$ cat src/rtl/reset_sequencer_if.sv
// Board reset sequencer signal bundle: lock/request inputs and the sequenced reset outputs.
interface reset_sequencer_if;
    logic       pll_lock;
    logic       nios_reset_req;
    logic       sw_isl_reset_req;
    logic       sw_tx_reset_req;
    logic       sys_reset_n;
    logic       isl_reset_n;
    logic       hdmitx_reset_n;
    logic       seq_done;
    logic [2:0] seq_state;
    logic [7:0] lock_loss_cnt;

    modport master (
        output pll_lock, nios_reset_req, sw_isl_reset_req, sw_tx_reset_req,
        input  sys_reset_n, isl_reset_n, hdmitx_reset_n, seq_done, seq_state, lock_loss_cnt
    );

    modport slave (
        input  pll_lock, nios_reset_req, sw_isl_reset_req, sw_tx_reset_req,
        output sys_reset_n, isl_reset_n, hdmitx_reset_n, seq_done, seq_state, lock_loss_cnt
    );
endinterface

$ cat src/rtl/reset_sequencer.sv
// Power-on / recovery reset sequencer: waits for a filtered PLL lock, then releases
// sys, ISL and HDMI TX resets in order with programmable hold times.
module reset_sequencer #(
    parameter int unsigned LOCK_FILT_CYCLES = 2700,
    parameter int unsigned SYS_RST_CYCLES   = 2700,
    parameter int unsigned ISL_RST_CYCLES   = 270000,
    parameter int unsigned TX_RST_CYCLES    = 270000,
    parameter int unsigned SETTLE_CYCLES    = 27000,
    parameter int unsigned CNT_W            = 20
) (
    input  logic             clk27,
    input  logic             reset,
    reset_sequencer_if.slave bus
);

    localparam logic [2:0] S_WAIT_LOCK = 3'd0;
    localparam logic [2:0] S_SYS_RST   = 3'd1;
    localparam logic [2:0] S_ISL_RST   = 3'd2;
    localparam logic [2:0] S_TX_RST    = 3'd3;
    localparam logic [2:0] S_SETTLE    = 3'd4;
    localparam logic [2:0] S_RUN       = 3'd5;

    localparam logic [CNT_W-1:0] FILT_LAST   = CNT_W'(LOCK_FILT_CYCLES - 1);
    localparam logic [CNT_W-1:0] SYS_LAST    = CNT_W'(SYS_RST_CYCLES - 1);
    localparam logic [CNT_W-1:0] ISL_LAST    = CNT_W'(ISL_RST_CYCLES - 1);
    localparam logic [CNT_W-1:0] TX_LAST     = CNT_W'(TX_RST_CYCLES - 1);
    localparam logic [CNT_W-1:0] SETTLE_LAST = CNT_W'(SETTLE_CYCLES - 1);

    logic [1:0]       sync_q, sync_d;
    logic [2:0]       state_q, state_d;
    logic [CNT_W-1:0] timer_q, timer_d;
    logic [CNT_W-1:0] filt_q, filt_d;
    logic [7:0]       llc_q, llc_d;
    logic             sys_n_q, sys_n_d;
    logic             isl_n_q, isl_n_d;
    logic             tx_n_q, tx_n_d;
    logic             done_q, done_d;

    logic lock_s;
    logic lock_lost;
    logic nios_hit;

    assign sync_d    = {sync_q[0], bus.pll_lock};
    assign lock_s    = sync_q[1];
    assign lock_lost = (state_q >= S_SYS_RST) && (state_q <= S_RUN) && !lock_s;
    assign nios_hit  = (state_q >= S_ISL_RST) && (state_q <= S_RUN) && bus.nios_reset_req;

    // Next state: lock loss beats a Nios restart, which beats normal sequencing.
    always_comb begin
        state_d = state_q;
        timer_d = timer_q;
        filt_d  = '0;
        llc_d   = llc_q;
        if (lock_lost) begin
            state_d = S_WAIT_LOCK;
            timer_d = '0;
            if (llc_q != 8'hFF) llc_d = llc_q + 8'd1;
        end else if (nios_hit) begin
            state_d = S_SYS_RST;
            timer_d = SYS_LAST;
        end else begin
            case (state_q)
                S_WAIT_LOCK: begin
                    if (lock_s) begin
                        if (filt_q == FILT_LAST) begin
                            state_d = S_SYS_RST;
                            timer_d = SYS_LAST;
                        end else begin
                            filt_d = filt_q + CNT_W'(1);
                        end
                    end
                end
                S_SYS_RST: begin
                    if (timer_q == '0) begin
                        state_d = S_ISL_RST;
                        timer_d = ISL_LAST;
                    end else begin
                        timer_d = timer_q - CNT_W'(1);
                    end
                end
                S_ISL_RST: begin
                    if (timer_q == '0) begin
                        state_d = S_TX_RST;
                        timer_d = TX_LAST;
                    end else begin
                        timer_d = timer_q - CNT_W'(1);
                    end
                end
                S_TX_RST: begin
                    if (timer_q == '0) begin
                        state_d = S_SETTLE;
                        timer_d = SETTLE_LAST;
                    end else begin
                        timer_d = timer_q - CNT_W'(1);
                    end
                end
                S_SETTLE: begin
                    if (timer_q == '0) begin
                        state_d = S_RUN;
                        timer_d = '0;
                    end else begin
                        timer_d = timer_q - CNT_W'(1);
                    end
                end
                S_RUN: begin
                end
                default: begin
                    state_d = S_WAIT_LOCK;
                    timer_d = '0;
                end
            endcase
        end
    end

    // Outputs follow the state being entered; sw requests only act when already running.
    always_comb begin
        sys_n_d = 1'b0;
        isl_n_d = 1'b0;
        tx_n_d  = 1'b0;
        done_d  = 1'b0;
        case (state_d)
            S_ISL_RST: sys_n_d = 1'b1;
            S_TX_RST: begin
                sys_n_d = 1'b1;
                isl_n_d = 1'b1;
            end
            S_SETTLE: begin
                sys_n_d = 1'b1;
                isl_n_d = 1'b1;
                tx_n_d  = 1'b1;
            end
            S_RUN: begin
                sys_n_d = 1'b1;
                isl_n_d = !(bus.sw_isl_reset_req && (state_q == S_RUN));
                tx_n_d  = !(bus.sw_tx_reset_req && (state_q == S_RUN));
                done_d  = 1'b1;
            end
            default: begin
            end
        endcase
    end

    always_ff @(posedge clk27 or posedge reset) begin
        if (reset) begin
            sync_q  <= '0;
            state_q <= S_WAIT_LOCK;
            timer_q <= '0;
            filt_q  <= '0;
            llc_q   <= '0;
            sys_n_q <= 1'b0;
            isl_n_q <= 1'b0;
            tx_n_q  <= 1'b0;
            done_q  <= 1'b0;
        end else begin
            sync_q  <= sync_d;
            state_q <= state_d;
            timer_q <= timer_d;
            filt_q  <= filt_d;
            llc_q   <= llc_d;
            sys_n_q <= sys_n_d;
            isl_n_q <= isl_n_d;
            tx_n_q  <= tx_n_d;
            done_q  <= done_d;
        end
    end

    assign bus.sys_reset_n    = sys_n_q;
    assign bus.isl_reset_n    = isl_n_q;
    assign bus.hdmitx_reset_n = tx_n_q;
    assign bus.seq_done       = done_q;
    assign bus.seq_state      = state_q;
    assign bus.lock_loss_cnt  = llc_q;

endmodule

$ cat src/flat_wrapper.sv
// flat-port wrapper written by rule: the top's interface ports become plain ports
module reset_sequencer_flat 
#(
    parameter int unsigned LOCK_FILT_CYCLES = 2700,
    parameter int unsigned SYS_RST_CYCLES   = 2700,
    parameter int unsigned ISL_RST_CYCLES   = 270000,
    parameter int unsigned TX_RST_CYCLES    = 270000,
    parameter int unsigned SETTLE_CYCLES    = 27000,
    parameter int unsigned CNT_W            = 20
)
  (clk27, reset, bus_pll_lock, bus_nios_reset_req, bus_sw_isl_reset_req, bus_sw_tx_reset_req, bus_sys_reset_n, bus_isl_reset_n, bus_hdmitx_reset_n, bus_seq_done, bus_seq_state, bus_lock_loss_cnt);
  reset_sequencer_if bus_i ();
  input  logic clk27;
  input  logic reset;
  input wire logic [$bits(bus_i.pll_lock)-1:0] bus_pll_lock;
  input wire logic [$bits(bus_i.nios_reset_req)-1:0] bus_nios_reset_req;
  input wire logic [$bits(bus_i.sw_isl_reset_req)-1:0] bus_sw_isl_reset_req;
  input wire logic [$bits(bus_i.sw_tx_reset_req)-1:0] bus_sw_tx_reset_req;
  output wire logic [$bits(bus_i.sys_reset_n)-1:0] bus_sys_reset_n;
  output wire logic [$bits(bus_i.isl_reset_n)-1:0] bus_isl_reset_n;
  output wire logic [$bits(bus_i.hdmitx_reset_n)-1:0] bus_hdmitx_reset_n;
  output wire logic [$bits(bus_i.seq_done)-1:0] bus_seq_done;
  output wire logic [$bits(bus_i.seq_state)-1:0] bus_seq_state;
  output wire logic [$bits(bus_i.lock_loss_cnt)-1:0] bus_lock_loss_cnt;
  assign bus_i.pll_lock = bus_pll_lock;
  assign bus_i.nios_reset_req = bus_nios_reset_req;
  assign bus_i.sw_isl_reset_req = bus_sw_isl_reset_req;
  assign bus_i.sw_tx_reset_req = bus_sw_tx_reset_req;
  assign bus_sys_reset_n = bus_i.sys_reset_n;
  assign bus_isl_reset_n = bus_i.isl_reset_n;
  assign bus_hdmitx_reset_n = bus_i.hdmitx_reset_n;
  assign bus_seq_done = bus_i.seq_done;
  assign bus_seq_state = bus_i.seq_state;
  assign bus_lock_loss_cnt = bus_i.lock_loss_cnt;
  reset_sequencer #(.LOCK_FILT_CYCLES(LOCK_FILT_CYCLES), .SYS_RST_CYCLES(SYS_RST_CYCLES), .ISL_RST_CYCLES(ISL_RST_CYCLES), .TX_RST_CYCLES(TX_RST_CYCLES), .SETTLE_CYCLES(SETTLE_CYCLES), .CNT_W(CNT_W)) u_core (.clk27(clk27), .reset(reset), .bus(bus_i));
endmodule
$ cat config.mk
export PLATFORM = sky130hd
export DESIGN_NAME = reset_sequencer_flat
export DESIGN_NICKNAME = d
export VERILOG_FILES = /design/src/rtl/reset_sequencer_if.sv /design/src/rtl/reset_sequencer.sv /design/src/flat_wrapper.sv
export SDC_FILE = /design/constraint.sdc
export NUM_CORES = 1
export LEC_CHECK = 0
export BUFFER_PORTS_ARGS = -buffer_cell sky130_fd_sc_hd__buf_2
export CORE_MARGIN = 5
export CORE_UTILIZATION = 52
export DETAILED_ROUTE_END_ITERATION = 10
export GPL_TIMING_DRIVEN = 0
export PLACE_DENSITY_LB_ADDON = 0.2
export SYNTH_ARGS = -nofsm -noshare
export SYNTH_HDL_FRONTEND = slang
export SYNTH_SLANG_ARGS = --single-unit
$ cat constraint.sdc
create_clock -name clk27 -period 3.1 [get_ports clk27]
set_clock_uncertainty 0.05 [all_clocks]
set_input_delay 0.62 -clock clk27 [delete_from_list [all_inputs] [get_ports clk27]]
set_output_delay 0.62 -clock clk27 [all_outputs]
set_load 0.01 [all_outputs]
# Word-level counts from Yosys, hierarchy flattened
# Cells that the tools add are included.
[totals] regBits=57 output_inout_bits=15 word_cells=71 inputBits=6
[op_classes] order_cmp=3 mux=26 addsub=3 reduce_logical=16 n_eq_ne=14
[ops] operator="$mux W20" count=12
[ops] operator="$pmux W20 S5" count=1
[ops] operator="$mux W3" count=8
[ops] operator="$add A20 B1 Y20 const B" count=1
[ops] operator="$eq A20 B12 Y1 const B" count=1
[ops] operator="$logic_not A20 Y1" count=1
[ops] operator="$sub A20 B1 Y20 const B" count=1
[ops] operator="$pmux W3 S6" count=1
[ops] operator="$eq A3 B2 Y1 const B" count=4
[ops] operator="$eq A3 B3 Y1 const B" count=4
[ops] operator="$add A8 B1 Y8 const B" count=1
[ops] operator="$ne A4 B1 Y1 const B" count=2
[ops] operator="$ne A8 B8 Y1 const B" count=1
[ops] operator="$logic_and A1 B1 Y1" count=6
[ops] operator="$pmux W1 S2" count=2
[ops] operator="$reduce_or A2 Y1" count=2
[ops] operator="$reduce_or A4 Y1" count=1
[ops] operator="$eq A3 B1 Y1 const B" count=1
[ops] operator="$ge A3 B1 Y1 const B" count=1
[ops] operator="$ge A3 B2 Y1 const B" count=1
[ops] operator="$le A3 B3 Y1 const B" count=1
[ops] operator="$logic_not A1 Y1" count=3
[ops] operator="$logic_not A3 Y1" count=1
[ops] operator="$ne A3 B1 Y1 const B" count=1
[ops] operator="3 further kinds" count=4

# Logic depth before layout (Yosys ltp)
# Gate-level depths: netlist of run 1.
[logic_depth] word_depth=9 mapped_depth=9 mapped_depth_nobuf=9

# Worst setup path after synthesis of run 1
# OpenSTA, ideal clock, no wires.
[synth_timing] path_type="register -> register" startpoint="register u_core.timer_q[0]" endpoint="register u_core.timer_q[18]" required_time_ns=2.924 path_buffers=1 setup_slack_ns=0.725 setup_time_ns=0.126 synth_period_minus_slack_ns=2.375 t_arrival_ns=2.199 stages_incl_launch_ff=9 path_cell_list="dfrtp_1 inv_1 ha_1 nor3b_2 nand4b_2 or3_1 clkbuf_1 o311a_2 a221o_1"
[synth_via] elab_chain_cells=5 word_cells_on_any_way=8 cone_classes="add/sub: 1; mux: 6; reduce/logical: 1"
[synth_lines] element="start: declaration" line_no="reset_sequencer.sv:31" source="logic [CNT_W-1:0] timer_q, timer_d;"
[synth_lines] element="start signal: assignment" line_no="reset_sequencer.sv:157" source="timer_q <= timer_d;"
[synth_lines] element="$sub A20 B1 Y20 or $logic_not A20 Y1 (tied branches)"
[synth_lines] element="$mux W20 (on tied branches)"
[synth_lines] element="$pmux W20 S5 (*)" line_no="reset_sequencer.sv:62" source="case (state_q)"
[synth_lines] element="$mux W20 (*)" line_no="reset_sequencer.sv:58" source="end else if (nios_hit) begin"
[synth_lines] element="$mux W20 (*)" line_no="reset_sequencer.sv:54" source="if (lock_lost) begin"
# Mark *: on every way between the ends. The rest lies on a longest branch, timed or not.
# A chain may end at the register's enable or synchronous reset.

# Worst setup path in the final report of run 1
# Same ends and word-level chain as after synthesis.

==> qor.txt, run 1 <==
Synth warn: 0
R2R setup slack: 0.31 ns
FILL cells: 535
Port buffer count: 20
Clk sinks: 57
Setup violations, final: 0
Syn Nets: 369
Synth top area cells: dfrtp_1 44%, nor2_1 4.7%, xor2_1 4.6%
Setup TNS: 0 ns
Slew @ Worst Pin: 0.790 ns
Starting Density: 54.1%
Root Buffer: clkbuf_8
Row count: 28
Initial antenna violation count: 0
Peak supply drop: 0.307 mV
Worst hold-check path type: in2async
Fmax achieved: 0.358 GHz
Worst-path cell chain: inv_1, ha_1, nor3b_2, nand4b_2, or3_1, clkbuf_1, o311a_2, a221o_1
Crit Path Class: reg2reg
Largest net degree at the start of global routing: 30
Leak: 1.68 nW
Post-synthesis cell area: 3220 um2
Final Worst Setup Slack: 0.308 ns
Slowest-stage cell, CP: dfrtp_1
GP Congestion: 0.921
Synth Flop Type: dfrtp_1
Clock-pin slew on the worst setup and hold paths: 0.07 ns
Die Wd: 88.7 um
CP peak stage delay: 0.44 ns
Area growth syn-to-layout: 12.3%
Outcome: complete, no violations
Async S/R FF share, synth: 100%
Worst Path Required: 3.27 ns
Slew margin rel.: 46.9%
Die area: 7870 um2
H-tree levels: 3
Vias in the first global route: 2753
Max Slew Vio Count: 0
I/O Pins: 21
DP Wirelength: 5120 um
Setup crit start kind: flop
Endpoints failing hold: 0
Tot GR Track Use: 21.0%
Total detailed-routing wirelength: 7450 um
Period utilisation layout: 90.1%
Gr ovfl total: 0
WP data arrival: 2.97 ns
Power per cell area: 396 nW/um2
First-pass GRT wire length: 12800 um
Post-synth top area cell: dfrtp_1
Total power: 0.00143 W
# Post-CTS Setup Buffers: 0
N_diodes: 0
Register bit total from synthesis: 57
Post-synth cell types: 61
Antenna-violating nets left: 0
Synth top area share: 44.3%
Synth Instances: 360
Pre-CTS setup slack: 0.344 ns
Cts repair resizes: 0
Mean Syn Cell Area: 8.95 um2
Tmin final: 2.79 ns
CTS tree: yes
EDFF count, synth: 0
CP Max Fanout: 9
Die H: 88.7 um
CP endpoint kind: flop
Seq/Total Area, Yosys: 44.3%
Worst skew pair latency: 0.34 ns
Hold buffer count at cts: 0
Max-cap violations: 0
First-pass iteration count of the detailed router: 5
Share of cells above drive strength 1: 13.9%
Routed vias: 2840
Fin nets: 401
CTS buffer count: 9
RSZ-0062 raised after global routing: false
WL/cell: 15.8 um
Vias per cell: 6.02
CTS max path bufs: 2
Core box area: 5960 um2
Initial DRC count: 291
DRC errors left: 0
-- critical path: cells and delay by family, from the launching register on --
kind,cells,cell delay (ns)
AND/OR/NAND/NOR,3,1.15
AO/OA/AOI/OAI,2,0.60
flip-flops,1,0.44
buffers and inverters,2,0.26
adder cells (fa/ha/maj),1,0.17
-- power breakdown --
group          leakage [nW]  internal [W]  switching (W)  total [W]
Clock                0.0911      0.000329       0.000307   0.000636
Combinational         0.804     0.0000117      0.0000310  0.0000427
Sequential            0.784      0.000748     0.00000453   0.000753
-- stage by stage --
step	cell area, um2	cells	utilization (%)	hold WS, ns
CTS	3620	472	60.7	0.304
finish	3620	472	60.7	0.302
detailed placement	3430	456	57.7	0.289
floorplan	3220	360	-	0.281
global route	3620	472	60.7	0.317
global placement	3410	455	57.3	0.286
-- metal layers --
layer | GRT usage (%) | vias up | share of wire [%]
li1 | - | 1357 | -
met1 | 27.2 | 1360 | 44
met2 | 32.7 | 110 | 48
met3 | 4.84 | 13 | 6.1
met4 | 11.1 | 0 | 1.3
met5 | 0 | - | 0
-- kinds of logic after synthesis --
logic type | count (synthesis) | synth area share [%]
AO/OA/AOI/OAI | 86 | 17.2
XOR/XNOR | 29 | 7.89
adder cells (fa/ha/maj) | 3 | 1.17
buffers and inverters | 31 | 4.16
flip-flops | 57 | 44.3
multiplexers | 1 | 0.350
AND/OR/NAND/NOR | 153 | 25.0
-- cells in the final DEF, fill, tap and decap left out, types with 2 or more instances in the layout --
| cell type | synthesis | layout |
|---|---|---|
| and4_1 | 4 | 4 |
| or3_1 | 7 | 7 |
| nand2_1 | 27 | 27 |
| and2_1 | 2 | 2 |
| nor3_1 | 14 | 14 |
| and3_1 | 10 | 10 |
| xnor2_1 | 12 | 12 |
| nor4_2 | 2 | 2 |
| a31oi_1 | 10 | 10 |
| inv_1 | 13 | 12 |
| a41oi_1 | 2 | 2 |
| nand4_1 | 6 | 6 |
| nor2_1 | 40 | 40 |
| nor4_1 | 4 | 4 |
| nor2b_1 | 3 | 3 |
| inv_2 | 1 | 2 |
| xor2_1 | 17 | 17 |
| o31ai_1 | 4 | 4 |
| clkbuf_8 | 0 | 11 |
| o21ai_0 | 21 | 21 |
| dfrtp_1 | 57 | 57 |
| clkbuf_1 | 12 | 12 |
| a21oi_1 | 23 | 23 |
| nand3_1 | 16 | 16 |
| clkinvlp_4 | 0 | 2 |
| o22ai_1 | 4 | 4 |
| clkinv_2 | 0 | 3 |
| nand2b_1 | 6 | 6 |
| buf_2 | 2 | 22 |
| nor3b_1 | 3 | 3 |
| o31a_1 | 2 | 2 |
| buf_6 | 2 | 2 |
| ha_1 | 3 | 3 |
-- worst paths after layout --
path	startpoint	depth (start not counted)	to
worst max register to register	u_core.timer_q[0]$_DFFE_PP0P_	8	u_core.timer_q[18]$_DFFE_PP0P_
worst min-delay path	reset	2	u_core.filt_q[10]$_DFF_PP0_
max in group asynchronous	reset	3	u_core.timer_q[13]$_DFFE_PP0P_
worst max-delay path	u_core.timer_q[0]$_DFFE_PP0P_	8	u_core.timer_q[18]$_DFFE_PP0P_
min in group clk27	u_core.sync_q[0]$_DFF_PP0_	0	u_core.sync_q[1]$_DFF_PP0_
worst min register to register	u_core.sync_q[0]$_DFF_PP0_	0	u_core.sync_q[1]$_DFF_PP0_
-- synthesized netlist by cell type (4+ instances only) --
master,count
xor2_1,17
nor4_1,4
nand2_1,27
xnor2_1,12
nand2b_1,6
o21ai_0,21
nor2_1,40
a31oi_1,10
o22ai_1,4
nand4_1,6
and3_1,10
or3_1,7
nor3_1,14
clkbuf_1,12
dfrtp_1,57
a21oi_1,23
inv_1,13
nand3_1,16
o31ai_1,4
and4_1,4
-- area by class of cell --
type / count / area [um2] / share of cell area [%]
multi-input combinational: 272 / 1660 / 45.9
sequential: 57 / 1430 / 39.4
clock buffer: 11 / 151 / 4.19
timing repair buffer: 21 / 120 / 3.32
tap: 75 / 93.8 / 2.60
buffer: 17 / 81.3 / 2.25
inverter: 14 / 52.6 / 1.45
clock inverter: 5 / 30.0 / 0.830
-- sequential cells by signal (all words and copies together), names as in the netlist --
register / count
u_core.bus.isl_reset_n: 1
u_core.bus.hdmitx_reset_n: 1
u_core.sync_q: 2
u_core.bus.seq_state: 3
u_core.timer_q: 20
u_core.filt_q: 20
u_core.bus.seq_done: 1
u_core.bus.sys_reset_n: 1
u_core.bus.lock_loss_cnt: 8
(Power assumes the default switching activity.)
==> inputs of run 2 (changes only) <==
- ABC_AREA: default -> 1
==> qor.txt, run 2 <==
Row count: 29
Vias in the first global route: 2637
Max-cap violations: 0
Endpoints failing hold: 0
Total detailed-routing wirelength: 6760 um
Area growth syn-to-layout: 13.6%
Vias per cell: 5.16
Root Buffer: clkbuf_8
Post-synth top area cell: dfrtp_1
Final Worst Setup Slack: 0.981 ns
Register bit total from synthesis: 57
H-tree levels: 3
Power per cell area: 428 nW/um2
Tmin final: 2.12 ns
Worst Path Required: 3.28 ns
Clock-pin slew on the worst setup and hold paths: 0.07 ns
Gr ovfl total: 0
CTS max path bufs: 2
Fin nets: 453
Cts repair resizes: 0
Tot GR Track Use: 19.3%
Synth Flop Type: dfrtp_1
Hold buffer count at cts: 0
Die Wd: 89.4 um
Crit Path Class: reg2reg
Period utilisation layout: 68.4%
Slew margin rel.: 65.9%
Die area: 7990 um2
Die H: 89.4 um
Setup violations, final: 0
I/O Pins: 21
Initial antenna violation count: 0
RSZ-0062 raised after global routing: false
Slew @ Worst Pin: 0.509 ns
First-pass iteration count of the detailed router: 4
Antenna-violating nets left: 0
FILL cells: 579
Final Core Density: 59.6%
Setup TNS: 0 ns
N_diodes: 0
Port buffer count: 20
Inst Count DP: 510
Core box area: 6240 um2
Post-synth cell types: 29
Starting Density: 52.5%
Fin cells: 526
Synth top area share: 43.5%
Highest-count cells in the layout ignoring fill and taps: 83 x nand2_1, 63 x nor2_1, 57 x dfrtp_1, 46 x inv_1, 28 x nand3_1
First-pass GRT wire length: 11900 um
WL/cell: 12.8 um
Synth warn: 0
Hold Slack: 0.214 ns
Synth top area cells: dfrtp_1 44%, nand2_1 9.5%, nor2_1 7.2%
Clk sinks: 57
Cell with the most instances after synthesis: nand2_1
DRC errors left: 0
Post-synth top cells: 83 x nand2_1, 63 x nor2_1, 57 x dfrtp_1
Seq/Total Area, Yosys: 43.5%
Leak: 1.92 nW
EDFF count, synth: 0
Peak supply drop: 0.361 mV
Worst skew pair latency: 0.35 ns
Async S/R FF share, synth: 100%
DP Wirelength: 5000 um
Max Slew Vio Count: 0
Post-synthesis cell area: 3280 um2
CTS tree: yes
CP endpoint kind: flop
GP Congestion: 0.930
Share of cells above drive strength 1: 16.0%
Pre-CTS setup slack: 1.00 ns
# Post-CTS Setup Buffers: 0
CTS buffer count: 9
Mean Syn Cell Area: 7.95 um2
Initial DRC count: 150
WP data arrival: 2.30 ns
Routed vias: 2712
Fmax achieved: 0.472 GHz
Syn Nets: 421
Most common cell after layout, fill and taps aside: nand2_1
Worst hold-check path type: in2async
Outcome: complete, no violations
CP Max Fanout: 8
Largest net degree at the start of global routing: 39
Synth Instances: 412
Setup crit start kind: flop
-- run 2: changes by cell type after synthesis, sizes merged, moves of 9 or more --
| cell | change |
|---|---|
| and3 | -9 |
| nand3 | +21 |
| a21oi | -20 |
| inv | +37 |
| nor2 | +39 |
| nand2 | +59 |
| clkbuf | -12 |
-- run 2: routing by layer --
metal  vias up  wire (um)  global-route usage, %
met5         -          0                      0
met4         0        117                   8.66
met3        13        225                   3.78
met2        42       3240                   30.9
met1      1269       3170                   25.1
li1       1388          -                      -
-- run 2: final timing paths --
| path | slack, ns | endpoint | cells past startpoint | start |
|---|---|---|---|---|
| max | 0.98 | u_core.timer_q[11]$_DFFE_PP0P_ | 13 | u_core.timer_q[0]$_DFFE_PP0P_ |
| min | 0.21 | u_core.filt_q[13]$_DFF_PP0_ | 2 | reset |
| max reg2reg | 0.98 | u_core.timer_q[11]$_DFFE_PP0P_ | 13 | u_core.timer_q[0]$_DFFE_PP0P_ |
| min reg2reg | 0.32 | u_core.sync_q[1]$_DFF_PP0_ | 0 | u_core.sync_q[0]$_DFF_PP0_ |
| max in group asynchronous | 2.24 | u_core.timer_q[4]$_DFFE_PP0P_ | 3 | reset |
| min in group clk27 | 0.32 | u_core.sync_q[1]$_DFF_PP0_ | 0 | u_core.sync_q[0]$_DFF_PP0_ |
-- run 2: area by class of cell --
cell class,count,area [um2],share of cell area (%)
inverter,51,194,5.21
tap,77,96.3,2.59
multi-input combinational,302,1640,44.0
buffer,2,16.3,0.437
clock buffer,12,155,4.17
clock inverter,4,75.1,2.02
sequential,57,1430,38.3
timing repair buffer,21,120,3.23
-- run 2: report_power, final --
group          switching, W   total, W  internal, W  leakage [nW]
Clock              0.000312   0.000808     0.000497         0.109
Sequential       0.00000288   0.000751     0.000748         0.784
Combinational     0.0000255  0.0000353   0.00000984          1.03
-- run 2: kinds of logic (layout without fill, tap and decap cells) --
group,count (synthesis),in the layout,share of synthesized area (%)
fa+ha+maj,3,3,1.15
compound gates,32,32,5.35
flops,57,57,43.5
xor+xnor,35,35,9.36
simple gates,232,232,34.2
buf+inv,53,90,6.42
-- run 2: critical path, stage by stage, from the launching register on --
cell and delay (ns):
dfrtp_1 0.38, inv_1 0.12, ha_1 0.24, nand2_1 0.07, nor2_1 0.15, nand3_2 0.14
nor2_4 0.16, nand2_2 0.13, nand2_1 0.11, nand3_2 0.13, o21ai_0 0.12, nand2_1 0.07
nand2_1 0.07, o21ai_1 0.06
-- run 2: per-stage QoR --
step | power, W | cell area [um2]
finish | 0.00159 | 3720
global route | 0.00165 | 3720
CTS | 0.00161 | 3720
detailed placement | 0.000802 | 3490
global placement | 0.000799 | 3470
floorplan | 0.000787 | 3280
==> inputs of run 3 (changes only) <==
- ABC_AREA: 1 -> 0
- clock period: 3.1 -> 1.8 ns (I/O delays scaled with it)
==> qor.txt, run 3 (synthesized netlist as in run 1, its figures left out) <==
I/O Pins: 21
Largest net degree at the start of global routing: 58
Setup TNS: -15.19 ns
Slew margin rel.: 63.9%
Worst-path cell chain: or4_4, or3_4, or2_4, buf_6, buf_6, o21ai_4, nor3_2, nor3_1
CTS tree: yes
First-pass iteration count of the detailed router: 5
DP Wirelength: 5150 um
Tmin final: 2.38 ns
Vias per cell: 6.08
Root Buffer: clkbuf_8
Die Wd: 88.7 um
Hold path cells: 1
FILL cells: 389
WL/cell: 17.4 um
Setup crit start kind: flop
Setup violations, final: 47
Slew @ Worst Pin: 0.537 ns
Endpoints failing hold: 0
Placement Cell Area: 3490 um2
Period utilisation layout: 132%
Initial DRC count: 287
Max Slew Vio Count: 0
CTS buffer count: 9
Share of cells above drive strength 1: 38.5%
Starting Density: 54.1%
Most common cell after layout, fill and taps aside: dfrtp_1
Final instance area: 4470 um2
Worst hold-check path type: in2reg
GP Congestion: 0.923
Peak supply drop: 0.494 mV
Worst skew pair latency: 0.34 ns
Row count: 28
Most Frequent Cell on Critical Path: buf_6
Worst Path Required: 1.99 ns
Core box area: 5960 um2
Leak: 2.00 nW
CTS max path bufs: 2
Outcome: finished, violations left
Tot GR Track Use: 23.5%
Final Worst Setup Slack: -0.583 ns
DRC errors left: 0
WP data arrival: 2.58 ns
Fmax achieved: 0.420 GHz
Failing checks: negative setup slack
Slowest-stage cell, CP: or4_4
Fin nets: 446
Antenna-violating nets left: 0
Inst Count DP: 455
Area growth syn-to-layout: 38.9%
CP Max Fanout: 6
CP peak stage delay: 0.53 ns
WP depth: 8
Die H: 88.7 um
RSZ-0062 raised after global routing: true
Routed vias: 3142
Die area: 7870 um2
R2R setup slack: -0.58 ns
Fin cells: 517
Port buffer count: 20
Vias in the first global route: 3043
Power per cell area: 583 nW/um2
Clock-pin slew on the worst setup and hold paths: 0.07 ns
N_diodes: 0
Crit Path Class: reg2reg
Highest-count cells in the layout ignoring fill and taps: 55 x dfrtp_1, 41 x buf_4, 27 x nand2_1, 23 x buf_2, 20 x nor2_1
R2R cell count: 8
Initial antenna violation count: 0
First-pass GRT wire length: 14200 um
H-tree levels: 3
Clk sinks: 57
Buf/Inv on CP: 2
CP endpoint kind: flop
CP top delay family: simple AND/OR/NAND/NOR gates
Gr ovfl total: 0
Max-cap violations: 0
Total detailed-routing wirelength: 8990 um
run 3: changes by cell type in the layout (fill, tap and decap cells not counted), sizes merged, moves of 6 or more:
cell | previous run | this run
nand3 | 37 | 16
buf | 23 | 76
a31oi | 4 | 10
xor2 | 23 | 17
nand2b | 0 | 6
nor2 | 80 | 41
nand2 | 86 | 27
nor4 | 0 | 6
nand4 | 12 | 6
inv | 51 | 13
a21oi | 4 | 24
and3 | 1 | 10
or3 | 0 | 7
run 3: path summary, 6_finish.rpt:
check	from	to
worst max-delay path	u_core.timer_q[12]$_DFFE_PP0P_	u_core.timer_q[11]$_DFFE_PP0P_
worst min-delay path	bus_pll_lock	u_core.sync_q[0]$_DFF_PP0_
worst max register to register	u_core.timer_q[12]$_DFFE_PP0P_	u_core.timer_q[11]$_DFFE_PP0P_
worst min register to register	u_core.sync_q[0]$_DFF_PP0_	u_core.sync_q[1]$_DFF_PP0_
max in group asynchronous	reset	u_core.timer_q[0]$_DFFE_PP0P_
min in group asynchronous	reset	u_core.bus.lock_loss_cnt[5]$_DFFE_PP0P_
run 3: power breakdown:
part / internal, W / switching (W) / total [W] / leakage, nW
clock: 0.000671 / 0.000519 / 0.00119 / 0.0953
combinational: 0.0000466 / 0.0000746 / 0.000121 / 1.13
sequential: 0.00129 / 0.00000966 / 0.00130 / 0.781
total: 0.00201 / 0.000603 / 0.00261 / 2.00
run 3: area by class of cell:
type	instances	area, um2	share of cell area, %
Buffer	12	92.6	2.07
Clock buffer	11	141	3.16
Clock inverter	5	55.1	1.23
Inverter	14	56.3	1.26
Multi-Input combinational cell	272	2050	45.9
Sequential cell	57	1430	31.9
Tap cell	75	93.8	2.10
Timing Repair Buffer	71	552	12.3
run 3: metrics by stage:
stage | hold slack [ns] | setup WS (ns) | utilization [%] | power [W]
6_report | 0.0801 | -0.583 | 75.1 | 0.00261
5_1_grt | 0.0597 | -0.657 | 75.1 | 0.00272
4_1_cts | 0.0715 | -0.576 | 68.5 | 0.00259
3_5_place_dp | 0.285 | -0.843 | 58.5 | 0.00139
3_3_place_gp | 0.290 | -0.815 | 58.5 | 0.00139
2_1_floorplan | 0.281 | -0.529 | - | 0.00137
run 3: repair_timing:
| item | 4_1_cts | 5_1_grt |
|---|---|---|
| endpoints found under the setup margin | 54 | 54 |
| buffers inserted | 32 | 14 |
| pin swaps | 14 | 29 |
| endpoints found under the hold margin | 0 | 17 |
| gates cloned | 2 | 1 |
| hold buffers | 0 | 1 |
| gates resized for setup | 37 | 83 |
run 3: layer usage:
layer / share of wire, % / wire (um) / global-route usage [%]
met1: 42 / 3790 / 28.8
met2: 49 / 4410 / 37.3
met3: 5.1 / 459 / 5.77
met4: 3.7 / 333 / 13.9
met5: 0 / 0 / 0
run 3: worst register-to-register path, stage by stage, from the launching register on:
cell and delay [ns]:
dfrtp_1 0.39, or4_4 0.53, or3_4 0.39, or2_4 0.27
buf_6 0.14, buf_6 0.11, o21ai_4 0.13, nor3_2 0.05
nor3_1 0.22
